File: src/rtl/led_strobe_seq.sv
// Multi-group LED strobe sequencer: splits the LED bus into equal groups and
// flashes them in alternate, all-together or ping-pong order with an optional dark gap.
module led_strobe_seq #(
  parameter int LED_W      = 8,
  parameter int GROUPS     = 2,
  parameter int TOGGLE_DIV = 200,
  parameter int FLASHES    = 6,
  parameter int GAP        = 0,
  localparam int GRP_W     = (GROUPS > 1) ? $clog2(GROUPS) : 1
) (
  input  logic             clk,
  input  logic             rst,
  input  logic             en,
  input  logic [1:0]       mode,
  output logic [LED_W-1:0] led_out,
  output logic [GRP_W-1:0] grp,
  output logic             cycle_done
);

  localparam int GW   = LED_W / GROUPS;
  localparam int PH_W = (TOGGLE_DIV > 1) ? $clog2(TOGGLE_DIV) : 1;
  localparam int FL_W = (FLASHES > 1) ? $clog2(FLASHES) : 1;
  localparam int GP_W = (GAP > 1) ? $clog2(GAP) : 1;

  localparam logic [PH_W-1:0]  PH_LAST  = PH_W'(TOGGLE_DIV - 1);
  localparam logic [FL_W-1:0]  FL_LAST  = FL_W'(FLASHES - 1);
  localparam logic [GP_W-1:0]  GP_LAST  = GP_W'((GAP > 0) ? GAP - 1 : 0);
  localparam logic [GRP_W-1:0] GRP_LAST = GRP_W'(GROUPS - 1);
  localparam logic [GRP_W-1:0] GRP_ONE  = GRP_W'(1);

  localparam logic [1:0] S_IDLE  = 2'd0;
  localparam logic [1:0] S_FLASH = 2'd1;
  localparam logic [1:0] S_GAP   = 2'd2;

  localparam logic [1:0] M_ALT  = 2'd0;
  localparam logic [1:0] M_ALL  = 2'd1;
  localparam logic [1:0] M_PP   = 2'd2;
  localparam logic [1:0] M_DARK = 2'd3;

  // With two or fewer groups ping-pong degenerates into plain alternation.
  localparam bit PP_REAL = (GROUPS > 2);

  logic [1:0]       state_q, state_d;
  logic [PH_W-1:0]  phase_cnt_q, phase_cnt_d;
  logic [FL_W-1:0]  flash_cnt_q, flash_cnt_d;
  logic [GP_W-1:0]  gap_cnt_q, gap_cnt_d;
  logic             phase_on_q, phase_on_d;
  logic             dir_q, dir_d;
  logic [1:0]       mode_q, mode_d;
  logic [GRP_W-1:0] grp_q, grp_d;
  logic [LED_W-1:0] led_q, led_d;
  logic             done_q, done_d;

  logic [GRP_W-1:0] adv_grp;
  logic             adv_dir;
  logic             adv_wrap;
  logic             slot_end;

  function automatic logic [LED_W-1:0] slot_mask(input logic [GRP_W-1:0] g,
                                                 input logic [1:0]       m);
    logic [LED_W-1:0] base;
    base         = '0;
    base[GW-1:0] = '1;
    if (m == M_ALL) slot_mask = '1;
    else            slot_mask = base << (int'(g) * GW);
  endfunction

  // Group and direction the next slot would use, and whether it closes the sequence.
  always_comb begin
    // NOTE: every always_comb output gets a default first so no path leaves it unassigned (no latch).
    adv_grp  = '0;
    adv_dir  = 1'b0;
    adv_wrap = 1'b0;
    if (mode_q == M_PP && PP_REAL) begin
      if (!dir_q) begin
        if (grp_q == GRP_LAST) begin
          adv_grp = grp_q - GRP_ONE;
          adv_dir = 1'b1;
        end else begin
          adv_grp = grp_q + GRP_ONE;
        end
      end else if (grp_q == GRP_ONE) begin
        adv_wrap = 1'b1;
      end else begin
        adv_grp = grp_q - GRP_ONE;
        adv_dir = 1'b1;
      end
    end else if (mode_q == M_ALL || grp_q == GRP_LAST) begin
      adv_wrap = 1'b1;
    end else begin
      adv_grp = grp_q + GRP_ONE;
    end
  end

  always_comb begin
    state_d     = state_q;
    phase_cnt_d = phase_cnt_q;
    flash_cnt_d = flash_cnt_q;
    gap_cnt_d   = gap_cnt_q;
    phase_on_d  = phase_on_q;
    dir_d       = dir_q;
    mode_d      = mode_q;
    grp_d       = grp_q;
    led_d       = led_q;
    done_d      = 1'b0;
    slot_end    = 1'b0;

    if (!en) begin
      state_d     = S_IDLE;
      phase_cnt_d = '0;
      flash_cnt_d = '0;
      gap_cnt_d   = '0;
      phase_on_d  = 1'b0;
      dir_d       = 1'b0;
      grp_d       = '0;
      led_d       = '0;
    end else begin
      case (state_q)
        S_IDLE: begin
          led_d = '0;
          if (mode != M_DARK) begin
            state_d     = S_FLASH;
            mode_d      = mode;
            grp_d       = '0;
            dir_d       = 1'b0;
            phase_cnt_d = '0;
            flash_cnt_d = '0;
            gap_cnt_d   = '0;
            phase_on_d  = 1'b1;
            led_d       = slot_mask('0, mode);
          end
        end
        S_FLASH: begin
          if (phase_cnt_q == PH_LAST) begin
            phase_cnt_d = '0;
            if (phase_on_q) begin
              phase_on_d = 1'b0;
              led_d      = '0;
            end else if (flash_cnt_q != FL_LAST) begin
              flash_cnt_d = flash_cnt_q + FL_W'(1);
              phase_on_d  = 1'b1;
              led_d       = slot_mask(grp_q, mode_q);
            end else if (GAP > 0) begin
              state_d     = S_GAP;
              flash_cnt_d = '0;
              gap_cnt_d   = '0;
              led_d       = '0;
            end else begin
              slot_end = 1'b1;
            end
          end else begin
            phase_cnt_d = phase_cnt_q + PH_W'(1);
          end
        end
        S_GAP: begin
          led_d = '0;
          if (gap_cnt_q == GP_LAST) slot_end = 1'b1;
          else                      gap_cnt_d = gap_cnt_q + GP_W'(1);
        end
        default: begin
          state_d = S_IDLE;
          led_d   = '0;
          grp_d   = '0;
        end
      endcase

      if (slot_end) begin
        phase_cnt_d = '0;
        flash_cnt_d = '0;
        gap_cnt_d   = '0;
        if (adv_wrap) begin
          // The wrap is the only point besides the IDLE exit where mode is re-sampled.
          done_d = 1'b1;
          mode_d = mode;
          grp_d  = '0;
          dir_d  = 1'b0;
          if (mode == M_DARK) begin
            state_d    = S_IDLE;
            phase_on_d = 1'b0;
            led_d      = '0;
          end else begin
            state_d    = S_FLASH;
            phase_on_d = 1'b1;
            led_d      = slot_mask('0, mode);
          end
        end else begin
          state_d    = S_FLASH;
          grp_d      = adv_grp;
          dir_d      = adv_dir;
          phase_on_d = 1'b1;
          led_d      = slot_mask(adv_grp, mode_q);
        end
      end
    end
  end

  always_ff @(posedge clk) begin
    // NOTE: sequential state uses non-blocking assignment so every flop samples pre-edge values.
    if (rst) begin
      state_q     <= S_IDLE;
      phase_cnt_q <= '0;
      flash_cnt_q <= '0;
      gap_cnt_q   <= '0;
      phase_on_q  <= 1'b0;
      dir_q       <= 1'b0;
      mode_q      <= M_ALT;
      grp_q       <= '0;
      led_q       <= '0;
      done_q      <= 1'b0;
    end else begin
      state_q     <= state_d;
      phase_cnt_q <= phase_cnt_d;
      flash_cnt_q <= flash_cnt_d;
      gap_cnt_q   <= gap_cnt_d;
      phase_on_q  <= phase_on_d;
      dir_q       <= dir_d;
      mode_q      <= mode_d;
      grp_q       <= grp_d;
      led_q       <= led_d;
      done_q      <= done_d;
    end
  end

  assign led_out    = led_q;
  assign grp        = grp_q;
  assign cycle_done = done_q;

endmodule
File: config.mk
export PLATFORM = sky130hd
export DESIGN_NAME = led_strobe_seq
export DESIGN_NICKNAME = d
export VERILOG_FILES = /design/src/rtl/led_strobe_seq.sv
export SDC_FILE = /design/constraint.sdc
export NUM_CORES = 1
export LEC_CHECK = 0
export ABC_AREA = 0
export ABC_CLOCK_PERIOD_IN_PS = 4150
export CAP_MARGIN = 15
export CORE_ASPECT_RATIO = 1.4
export CORE_MARGIN = 4
export CORE_UTILIZATION = 57
export CTS_CLUSTER_SIZE = 28
export DETAILED_ROUTE_END_ITERATION = 10
export GPL_ROUTABILITY_DRIVEN = 0
export GPL_TIMING_DRIVEN = 1
export PLACE_DENSITY = 0.83
export SLEW_MARGIN = 20
export SYNTH_ARGS = -nofsm -noshare
export SYNTH_HDL_FRONTEND = slang
export SYNTH_SLANG_ARGS = --single-unit
export TNS_END_PERCENT = 20
File: constraint.sdc
create_clock -name clk -period 4.15 [get_ports clk]
set_input_delay 0.83 -clock clk [delete_from_list [all_inputs] [get_ports clk]]
set_output_delay 0.83 -clock clk [all_outputs]
set_load 0.01 [all_outputs]
# Word level (Yosys, flattened, before mapping)
# Index checks and enable logic that the tools add are counted.
dict set report classes {
  add_sub_neg 4
  n_eq_ne 16
  n_reduce_logical 15
  n_bitwise 2
  shifts 2
  n_mux 51
}
# cell n
set ops {}
lappend ops {{$mux 8} 12}
lappend ops {{$pmux 8 s2} 2}
lappend ops {{$mux 1} 20}
lappend ops {{$shl 4x3->8 const A} 2}
lappend ops {{$mux 2} 7}
lappend ops {{$mux 3} 4}
lappend ops {{$ne 2x2->1 const B} 5}
lappend ops {{$ne 3x3->1 const B} 3}
lappend ops {{$add 8x1->8 const B} 1}
lappend ops {{$eq 8x8->1 const B} 1}
lappend ops {{$pmux 1 s2} 4}
lappend ops {{$reduce_and 2->1} 4}
lappend ops {{$eq 2x1->1 const B} 3}
lappend ops {{$pmux 3 s2} 1}
lappend ops {{$reduce_or 3->1} 2}
lappend ops {{$reduce_and 5->1} 1}
lappend ops {{$eq 2x2->1 const B} 2}
lappend ops {{$ne 4x4->1 const B} 1}
lappend ops {{$pmux 2 s2} 1}
lappend ops {{$reduce_bool 2->1} 2}
lappend ops {{$reduce_or 2->1} 2}
lappend ops {{$add 3x1->3 const B} 1}
lappend ops {{$reduce_and 3->1} 1}
lappend ops {{$reduce_bool 3->1} 1}
lappend ops {{other kinds (5)} 7}
dict set report word_totals {
  inputBits 5
  ff_bits 27
  output_inout_bits 10
  wordCells 99
}

# Longest topological paths before layout
dict set report depth {
  ltp_word 8
  ltp_mapped 7
  mapped_depth_nobuf 6
}

# Least setup slack after synthesis
# Ideal clock, no wire load.
dict set report synth_path {
  kind {in2reg}
  from {input port rst}
  to {register phase_cnt_q[6]}
  t_arrival_ns 1.588
  setup_ns 0.091
  required_time_ns 4.059
  n_path_buf 2
  setup_slack_ns 2.471
  cell_stages 5
  cell_sequence {nand2b_1 -> buf_1 -> a21o_1 -> buf_4 -> a311oi_1}
}
dict set report synth_via {
  elab_chain_cells 1
}
# element line
set synth_rtl {}
lappend synth_rtl {{start, declared} 12} ;# input logic rst,
lappend synth_rtl {{$reduce_or 3->1 (no line)} --}
lappend synth_rtl {{end signal, assigned} 212} ;# phase_cnt_q <= phase_cnt_d;
lappend synth_rtl {{end, declared} 44} ;# logic [PH_W-1:0] phase_cnt_q, phase_cnt_d;
# No other way between the ends.
# A chain may end at the register's enable or synchronous reset.

# Worst setup path in the final report
dict set report layout_path {
  from {register grp_q (netlist: grp)}
  to {output port grp}
}
# element line
set layout_lines {}
lappend layout_lines {{start, declared} 50} ;# logic [GRP_W-1:0] grp_q, grp_d;
lappend layout_lines {{start signal, assigned} 218} ;# grp_q <= grp_d;
lappend layout_lines {{end, declared} 16} ;# output logic [GRP_W-1:0] grp,
# No word-level cell between the ends.

==> key figures <==
Floorplan
  • Top Ports: 15
  • Starting Density: 60.76%
  • Floorplan row count: 18
  • Die height: 59.86 um
  • Core Footprint: 0.001802 mm2
  • Die footprint: 0.002696 mm2
  • Die Width: 45.04 um

Placement
  • Hpwl dp: 1687 um
  • Post-placement cell count: 150
  • # port buffers: 14

Power and ir drop
  • Clock Power Share: 28.5%
  • P_leak: 0.3917 nW
  • Peak VDD IR: 0.0001766 V
  • Seq pwr share: 59.8%
  • Sw Ratio: 24.57%
  • PwrDens: 261.8 mW/mm2
  • Logic gate share of total power: 11.7%
  • Final Power: 0.3181 mW
  • Power Internal: 0.2400 mW
  • NetSw: 0.07816 mW

STA
  • Period utilization: 51.05%
  • Final setup vio count: 0
  • Worst slew pin tran: 0.5261 ns
  • Final Max Slew Viols: 0
  • RSZ-0062 raised after global routing: no
  • Rel. slew slack: 64.56%
  • Hold slack final: 0.4727 ns
  • Layout Skew: 0.001620 ns
  • Final setup TNS: 0 ns
  • Min Tclk post-route: 2.119 ns
  • Max Clk Rate: 472.0 MHz
  • Count of final hold-check violations: 0

Critical path
  • Data arrival time of the critical path: 1.29 ns
  • Family with the most delay on the worst path: buffers and inverters
  • Crit-path max FO: 7
  • Req. time, crit path: 3.32 ns
  • Setup slack, reg-to-reg: 2.29 ns
  • CP Launch Type: flop
  • Worst path cell trace: clkdlybuf4s50_1
  • CP peak stage delay: 0.57 ns
  • CP Capture Type: primary output
  • Slowest-stage cell, CP: clkdlybuf4s50_1
  • Critical path class: flop to primary output
  • Worst Path Buf+Inv: 1

Cells and area
  • Finished Layout Cells: 154
  • Reg area: 380.4 um2
  • # fillers: 151
  • Final net count: 143
  • P&R area growth vs syn: 10.97%
  • Layout cells sized above 1: 6.716%
  • Multi-input logic area: 624.3 um2
  • Number of diodes: 0

Detailed routing
  • Drt pass-1 iters: 4
  • WL/cell: 14.47 um
  • Routed via count: 966
  • Via/cell ratio: 6.273
  • Iteration-0 DRC Markers: 27
  • Routed wire length: 2229 um
  • Drt drc: 0
  • Detail Route Antenna Nets: 0

Yosys
  • Post-synth EDFFs: 0
  • Most common cell in the netlist: dfxtp_1
  • Syn_area_per_cell: 8.620 um2
  • Mapped Area: 0.001095 mm2
  • Library cells used by synthesis: 42
  • Ys async rst share: 0%
  • Ys flop type: dfxtp_1
  • Syn nets: 135
  • Synth warn: 0
  • Dominant cells by area after synthesis: dfxtp_1, a21oi_1, buf_4
  • Sequential fraction of the synthesis area: 34.74%
  • Area leader, netlist: dfxtp_1
  • Synthesized instance count: 127
  • Synth top cells by count: dfxtp_1, a21oi_1, nand2_1, nor2_1, buf_4
  • Post-synth top area share: 34.74%
  • Number of synthesized register bits: 19

CTS
  • Worst-skew pair later-pin latency: 0.29 ns
  • CTS root buf: clkbuf_4
  • Post_cts resized: 0
  • Setup Fix Bufs, Post-CTS: 0
  • Clock slew seen by the registers of the worst setup and hold paths: 0.10 ns
  • Number of CTS-inserted buffers: 3
  • H-tree lvl count: 1
  • Clock Path Buffers: 2
  • TritonCTS clock tree: done
  • Clock Sinks: 19
  • Hold_buf cts: 0

Flow run
  • Max_cap viols: 0

Outcome
  • Outcome: finished clean

Global routing
  • Vias in the first global route: 897
  • Initial antenna violation count: 0
  • Congestion Overflow GR: 0
  • First-pass GRT wire length: 3850 um
  • Total global-route track usage: 18.90%
  • Largest net degree at the start of global routing: 13

Min path
  • Hold WC Path Type: flop to flop
==> layer usage <==
| metal | GRT usage (%) | wire length, um | vias up |
|---|---|---|---|
| met4 | 10.46 | 38 | 0 |
| met2 | 31.38 | 1178 | 30 |
| li1 | - | - | 484 |
| met3 | 2.711 | 124 | 5 |
| met1 | 22.74 | 887 | 447 |
| met5 | 0 | 0 | - |
==> metrics by stage <==
| stage | instance area, um2 | worst slack, ns | util, % |
|---|---|---|---|
| 3_3_place_gp | 1189 | 1.916 | 65.97 |
| 4_1_cts | 1215 | 2.031 | 67.43 |
| 5_1_grt | 1215 | 1.959 | 67.43 |
| 3_5_place_dp | 1189 | 1.876 | 65.97 |
| 2_1_floorplan | 1095 | 2.471 | - |
| 6_report | 1215 | 2.031 | 67.43 |
==> registers in the layout, indices dropped and copies added (netlist names) <==
name         cells
cycle_done       1
flash_cnt_q      3
grp              1
led_out          2
mode_q           2
phase_cnt_q      8
phase_on_q       1
state_q          1
==> cell type report <==
type                    count  area share [%]
clock buffers               4           2.163
inverters                   5           1.545
multi-input cells          92           51.39
flip-flops and latches     19           31.31
well taps                  20           2.060
repair buffers             14           11.53
==> final timing paths <==
kind,startpoint,end,depth (start not counted)
setup / recovery,grp$_SDFFE_PP0P_,grp,1
setup reg to reg,state_q[0]$_SDFFE_PP0P_,phase_cnt_q[4]$_SDFFE_PP0P_,4
hold reg to reg,mode_q[1]$_SDFFE_PP0P_,mode_q[1]$_SDFFE_PP0P_,2
hold / removal,mode_q[1]$_SDFFE_PP0P_,mode_q[1]$_SDFFE_PP0P_,2
==> power by group through the flow <==
stage	logic, mW	registers, mW	clock network [mW]
2_1_floorplan	0.0264	0.193	0
3_3_place_gp	0.0366	0.194	0
3_5_place_dp	0.0369	0.195	0
5_1_grt	0.0406	0.191	0.104
4_1_cts	0.0371	0.190	0.0920
6_report	0.0372	0.190	0.0906
==> placed cells by master (no fill, tap or decap), types with 2 or more instances in the layout <==
| cell | n |
|---|---|
| a211oi_1 | 2 |
| a21oi_1 | 13 |
| a311oi_1 | 4 |
| a31oi_1 | 2 |
| a41oi_1 | 3 |
| and2_1 | 2 |
| and3_1 | 3 |
| clkbuf_4 | 3 |
| clkdlybuf4s50_1 | 14 |
| dfxtp_1 | 19 |
| ha_1 | 3 |
| inv_1 | 5 |
| nand2_1 | 9 |
| nand2b_1 | 3 |
| nand3_1 | 3 |
| nor2_1 | 9 |
| nor2b_1 | 2 |
| o211ai_1 | 2 |
| o21ai_0 | 6 |
| o21ai_1 | 2 |
| or3_1 | 4 |
==> kinds of logic (layout without fill, tap and decap cells) <==
family          after synthesis  after routing  synth area share (%)
compound gates               42             42                 26.06
xor+xnor                      1              1                0.8001
buf+inv                      16             23                 8.228
fa+ha+maj                     3              3                 3.429
mux                           1              1                0.9143
simple gates                 45             45                 25.83
flops                        19             19                 34.74
(Power assumes the default switching activity.)
